**src/rtl/core_mem_arbiter.sv**
```systemverilog
`default_nettype none
// ============================================================================
// Module      : core_mem_arbiter
// Description : Shares a single data-memory port between instruction fetch
//               (IF) and the EX-stage LSU. One transaction is outstanding at
//               a time: IDLE accepts a request, REQ presents it to memory,
//               RESP routes the reply back to its owner. A watchdog turns a
//               missing reply into an error response.
//               Optional feature macro: CORE_MEM_ARB_RR_EN selects
//               round-robin arbitration; otherwise the LSU has fixed priority.
// Revision    : 1.0 - initial release
// ============================================================================
module core_mem_arbiter #(
    parameter int ADDR_W      = 32,
    parameter int DATA_W      = 32,
    parameter int RSP_TIMEOUT = 255
) (
    input  logic                clk,
    input  logic                rst,
    // instruction-fetch request/response
    input  logic                if_req_valid,
    output logic                if_req_ready,
    input  logic [ADDR_W-1:0]   if_req_addr,
    output logic                if_rsp_valid,
    output logic [DATA_W-1:0]   if_rsp_data,
    output logic                if_rsp_err,
    // load/store unit request/response
    input  logic                lsu_req_valid,
    output logic                lsu_req_ready,
    input  logic [ADDR_W-1:0]   lsu_req_addr,
    input  logic                lsu_req_wen,
    input  logic [DATA_W-1:0]   lsu_req_wdata,
    input  logic [DATA_W/8-1:0] lsu_req_wmask,
    output logic                lsu_rsp_valid,
    output logic [DATA_W-1:0]   lsu_rsp_data,
    output logic                lsu_rsp_err,
    // shared memory bus
    output logic                mem_req_valid,
    input  logic                mem_req_ready,
    output logic [ADDR_W-1:0]   mem_req_addr,
    output logic                mem_req_wen,
    output logic [DATA_W-1:0]   mem_req_wdata,
    output logic [DATA_W/8-1:0] mem_req_wmask,
    input  logic                mem_rsp_valid,
    input  logic [DATA_W-1:0]   mem_rsp_data,
    input  logic                mem_rsp_err,
    // status
    output logic                busy
);

    localparam int c_mask_w = DATA_W / 8;
    localparam int c_tmr_w  = $clog2(RSP_TIMEOUT + 1);

    // Last timer value allowed before the watchdog forces an error response
    localparam logic [c_tmr_w-1:0] c_tmr_last = c_tmr_w'(RSP_TIMEOUT - 1);
    localparam logic [c_tmr_w-1:0] c_tmr_max  = {c_tmr_w{1'b1}};

    localparam logic c_own_if  = 1'b0;
    localparam logic c_own_lsu = 1'b1;

    typedef enum logic [1:0] {
        S_IDLE = 2'd0,
        S_REQ  = 2'd1,
        S_RESP = 2'd2
    } state_t;

    state_t               r_state;
    logic                 r_owner;
    logic [c_tmr_w-1:0]   r_timer;
    logic                 r_mem_req_valid;
    logic [ADDR_W-1:0]    r_mem_req_addr;
    logic                 r_mem_req_wen;
    logic [DATA_W-1:0]    r_mem_req_wdata;
    logic [c_mask_w-1:0]  r_mem_req_wmask;

    logic                 w_grant_if;
    logic                 w_grant_lsu;
    logic                 w_idle;
    logic                 w_in_resp;
    logic                 w_timeout;
    logic                 w_rsp_fire;
    logic [DATA_W-1:0]    w_rsp_data;
    logic                 w_rsp_err;

`ifdef CORE_MEM_ARB_RR_EN
    // Owner granted most recently; on a tie the other requester wins
    logic r_rr_last;

    // Round-robin grant: a lone requester always wins
    always_comb begin
        w_grant_lsu = lsu_req_valid && (!if_req_valid || (r_rr_last == c_own_if));
        w_grant_if  = if_req_valid && !w_grant_lsu;
    end

    // Pointer follows every accepted request
    always_ff @(posedge clk) begin
        if (rst) begin
            r_rr_last <= c_own_if;
        end else if (if_req_ready || lsu_req_ready) begin
            r_rr_last <= lsu_req_ready ? c_own_lsu : c_own_if;
        end
    end
`else
    // Fixed priority grant: LSU always beats IF
    always_comb begin
        w_grant_lsu = lsu_req_valid;
        w_grant_if  = if_req_valid && !lsu_req_valid;
    end
`endif

    // Handshake and response routing; all qualified by reset so nothing leaks
    // out of a transaction that is being abandoned
    always_comb begin
        w_idle        = (r_state == S_IDLE) && !rst;
        w_in_resp     = (r_state == S_RESP) && !rst;
        if_req_ready  = w_idle && w_grant_if;
        lsu_req_ready = w_idle && w_grant_lsu;
        w_timeout     = w_in_resp && !mem_rsp_valid && (r_timer == c_tmr_last);
        w_rsp_fire    = w_in_resp && (mem_rsp_valid || w_timeout);
        w_rsp_data    = mem_rsp_valid ? mem_rsp_data : '0;
        w_rsp_err     = mem_rsp_valid ? mem_rsp_err : 1'b1;
        if_rsp_valid  = w_rsp_fire && (r_owner == c_own_if);
        lsu_rsp_valid = w_rsp_fire && (r_owner == c_own_lsu);
        if_rsp_data   = w_rsp_data;
        if_rsp_err    = w_rsp_err;
        lsu_rsp_data  = w_rsp_data;
        lsu_rsp_err   = w_rsp_err;
    end

    // Transaction FSM: capture request, hold it on the bus, wait for reply
    always_ff @(posedge clk) begin
        if (rst) begin
            r_state         <= S_IDLE;
            r_owner         <= c_own_if;
            r_timer         <= '0;
            r_mem_req_valid <= 1'b0;
            r_mem_req_addr  <= '0;
            r_mem_req_wen   <= 1'b0;
            r_mem_req_wdata <= '0;
            r_mem_req_wmask <= '0;
        end else begin
            case (r_state)
                S_IDLE: begin
                    if (lsu_req_ready) begin
                        r_owner         <= c_own_lsu;
                        r_mem_req_addr  <= lsu_req_addr;
                        r_mem_req_wen   <= lsu_req_wen;
                        r_mem_req_wdata <= lsu_req_wdata;
                        r_mem_req_wmask <= lsu_req_wmask;
                        r_mem_req_valid <= 1'b1;
                        r_state         <= S_REQ;
                    end else if (if_req_ready) begin
                        r_owner         <= c_own_if;
                        r_mem_req_addr  <= if_req_addr;
                        r_mem_req_wen   <= 1'b0;
                        r_mem_req_wdata <= '0;
                        r_mem_req_wmask <= '0;
                        r_mem_req_valid <= 1'b1;
                        r_state         <= S_REQ;
                    end
                end
                S_REQ: begin
                    // Replies arriving before the request is taken are strays
                    if (mem_req_ready) begin
                        r_mem_req_valid <= 1'b0;
                        r_timer         <= '0;
                        r_state         <= S_RESP;
                    end
                end
                S_RESP: begin
                    if (w_rsp_fire) begin
                        r_state <= S_IDLE;
                    end else if (r_timer != c_tmr_max) begin
                        r_timer <= r_timer + c_tmr_w'(1);
                    end
                end
                default: begin
                    r_state         <= S_IDLE;
                    r_mem_req_valid <= 1'b0;
                end
            endcase
        end
    end

    assign mem_req_valid = r_mem_req_valid;
    assign mem_req_addr  = r_mem_req_addr;
    assign mem_req_wen   = r_mem_req_wen;
    assign mem_req_wdata = r_mem_req_wdata;
    assign mem_req_wmask = r_mem_req_wmask;
    assign busy          = (r_state != S_IDLE);

endmodule
`default_nettype wire

```
**config.mk**
```make
export PLATFORM = sky130hd
export DESIGN_NAME = core_mem_arbiter
export DESIGN_NICKNAME = d
export VERILOG_FILES = /design/src/rtl/core_mem_arbiter.sv
export SDC_FILE = /design/constraint.sdc
export NUM_CORES = 1
export LEC_CHECK = 0
export BUFFER_PORTS_ARGS = -buffer_cell sky130_fd_sc_hd__buf_2
export CAP_MARGIN = 20
export CORE_AREA = 2 2 111 113
export CTS_CLUSTER_SIZE = 40
export DETAILED_ROUTE_END_ITERATION = 8
export DIE_AREA = 0 0 113 115
export HOLD_SLACK_MARGIN = 0.05
export MAX_ROUTING_LAYER = met4
export PLACE_DENSITY = 0.65
export SLEW_MARGIN = 40
export SYNTH_ARGS = -nofsm -noshare
export SYNTH_HDL_FRONTEND = slang
export SYNTH_SLANG_ARGS = --single-unit
```
**constraint.sdc**
```tcl
create_clock -name clk -period 3.2 [get_ports clk]
set_input_delay 0.32 -clock clk [delete_from_list [all_inputs] [get_ports clk]]
set_output_delay 0.32 -clock clk [all_outputs]
set_load 0.03 [all_outputs]
```
==> key figures <==
Placement
  • Dpl cell area: 0.00491 sq mm
  • Post-DP HPWL: 9.99 mm
  • Routability cong.: 0.856
  • Placed insts: 812
  • Port buffer count: 280

Setup path
  • Critical path type: reg2out
  • Critical path depth: 5
  • CP Max Fanout: 6
  • CP max stage cell: dfxtp_1
  • Startpoint Class: register
  • WP data arrival: 2060 ps
  • WP data required: 2880 ps
  • Reg2Reg Depth: 7
  • Critical-path cell list: and3_4, and4_1, a21oi_1, nor4b_1, buf_2
  • CP endpoint kind: output port
  • Buf/Inv on CP: 1
  • CP top delay family: simple AND/OR/NAND/NOR gates
  • Crit-path max cell delay: 410 ps

Detailed routing
  • Routed via count: 4046
  • Drt via density: 4.89
  • DRT antenna net count: 0
  • Drt first pass iters: 6
  • DR iter-0 viols: 235
  • Final wirelength: 13.0 mm
  • # DRC: 20
  • Wire per inst: 15.7 um

Finish
  • Final #Nets: 818
  • Share of cells above drive strength 1: 45.0%
  • Fillers: 1214
  • Finished Layout Cells: 828
  • Design area: 0.00520 sq mm
  • Register area: 0.00162 sq mm
  • Area occupied by multi-input gates: 0.00164 sq mm
  • Area Growth Syn to Fin: 42.0%

Clocking
  • Clock buffer depth: 2
  • Post-CTS setup buffer count: 0
  • Post-CTS sizing: 0
  • CTS root buf: clkbuf_16
  • Hold Buf Count CTS: 0
  • CTS tree: done
  • H-tree depth: 3
  • Clk_lat worst skew: 330 ps
  • Num CTS Buffers: 9
  • Clock Sinks: 81
  • CTS clk-pin slew, worst paths: 60 ps

STA
  • Unrepaired setup endpoints after global routing: false
  • Period minus WS final: 2380 ps
  • Relative slew slack: 58.7%
  • Fin crit share: 74.5%
  • Clock skew: 3.71 ps
  • Final setup viols: 0
  • Max-slew violation count: 0
  • Fmax: 419 MHz
  • Minimum hold slack: 208 ps
  • Worst-margin pin slew: 619 ps
  • Setup tns final: 0 ps
  • Final hold vios: 0

Logic synthesis
  • Number of flops mapped to enable cells by yosys: 0
  • Top FF cell, synth: dfxtp_1
  • Synth top area cells: dfxtp_1, nor2_1, a22oi_1
  • Post-synth top cells: dfxtp_1, nor2_1, nand2_1
  • Synthesized Nets: 588
  • Yosys warns: 0
  • Ys async rst share: 0%
  • Top cell type's share of synthesized area: 44.3%
  • Synth cell types: 35
  • Top-count cell post-synth: dfxtp_1
  • Post-synthesis sequential area ratio: 44.3%
  • Mapped Avg Cell Area: 8.21 sq um
  • #FFs+latches synth: 81
  • Cells after synthesis: 446
  • Area leader, netlist: dfxtp_1
  • Cell Area, Synth: 0.00366 sq mm

Floorplan
  • Area of the die: 0.0130 sq mm
  • Die height: 115 um
  • Ports: 281
  • Total core area: 0.0118 sq mm
  • Starting density of the core: 31.0%
  • Rows: 40
  • Die X: 113 um

Global route
  • All-Layer GR Usage: 19.5%
  • Largest net degree at the start of global routing: 64
  • Antenna violations before repair: 1
  • Vias in the first global route: 3813
  • First-pass GRT wire length: 19.1 mm
  • Total congestion overflow: 0

Outcome
  • Failing checks: DRC
  • Run status: complete, but fails checks

Worst hold path
  • WHS Path Cells: 2
  • Hold WC Path Type: in2reg

Flow run
  • Number of max-cap violations: 0

Pwr
  • Power per cell area: 553 mW/mm^2
  • Leakage: 2.56 nW
  • Peak supply drop: 0.000283 V
[through the flow]
stage	utilization [%]	setup slack (ps)	power, W
5_1_grt	44.0	677	0.00301
2_1_floorplan	-	863	0.00165
3_5_place_dp	41.6	1130	0.00190
4_1_cts	44.0	803	0.00291
6_report	44.0	816	0.00287
3_3_place_gp	41.6	1160	0.00188
[final timing paths]
path | slack [ps] | to | from
setup reg to reg | 1170 | mem_req_addr[30]$_SDFFE_PP0P_ | r_state[1]$_SDFFE_PP0P_
hold / removal | 210 | r_state[0]$_SDFFE_PP0P_ | mem_req_ready
setup / recovery | 820 | lsu_rsp_valid | r_timer[2]$_SDFFE_PP0P_
hold reg to reg | 470 | mem_req_addr[16]$_SDFFE_PP0P_ | mem_req_addr[16]$_SDFFE_PP0P_
[layout make-up]
type	count	share of cell area, %
Clock inverter	5	1.11
Clock buffer	10	4.40
Tap cell	147	3.54
Inverter	4	0.289
Sequential cell	81	31.2
Antenna cell	1	0.0481
Multi-Input combinational cell	293	31.5
Timing Repair Buffer	287	28.0
[worst reg2reg max path: stages, from the launching register on]
cell	delay [ps]
dfxtp_1	380
nor3_1	370
nand2_2	110
inv_2	350
nor2_2	80
buf_4	260
a222oi_1	300
nor2_1	60
[flip-flops by register name, indices dropped and copies added, names as in the netlist]
name           cells
r_timer            8
r_owner            1
mem_req_addr      32
mem_req_wdata     32
mem_req_valid      1
mem_req_wen        1
r_state            2
mem_req_wmask      4
[per-layer routing]
metal | vias up | global-route usage (%) | wire [um]
met3 | 8 | 3.64 | 782
met2 | 184 | 36.5 | 7050
met1 | 1894 | 20.6 | 5010
met5 | - | - | 0
li1 | 1960 | - | -
met4 | 0 | 6.18 | 180
[cells by family (layout without fill, tap and decap cells)]
kind of cell	count (synthesis)	count (layout)	synth area share, %
XOR/XNOR	4	4	0.956
other	0	1	0
buffers and inverters	72	306	11.2
AO/OA/AOI/OAI	88	88	18.6
flip-flops	81	81	44.3
adder cells (fa/ha/maj)	2	2	0.683
AND/OR/NAND/NOR	199	199	24.4
[power by group]
part	internal, W	leakage [nW]	switching (W)
clock network	0.000599	0.131	0.000404
logic	0.000238	1.77	0.000493
registers	0.00109	0.662	0.0000506
total	0.00193	2.56	0.000948
[cells in the final DEF (no fill, tap or decap), drive strengths merged, types with 3 or more instances in the layout]
cell type	count
clkinvlp	3
inv	4
o31ai	3
a211oi	4
clkbuf	10
nand2	69
a311oi	31
o21ai	3
or4	3
xnor2	4
nor2	76
nand3	4
nand2b	5
a22oi	37
a21oi	6
and2	33
buf	287
dfxtp	81
Power figures use the tool's default switching activity.
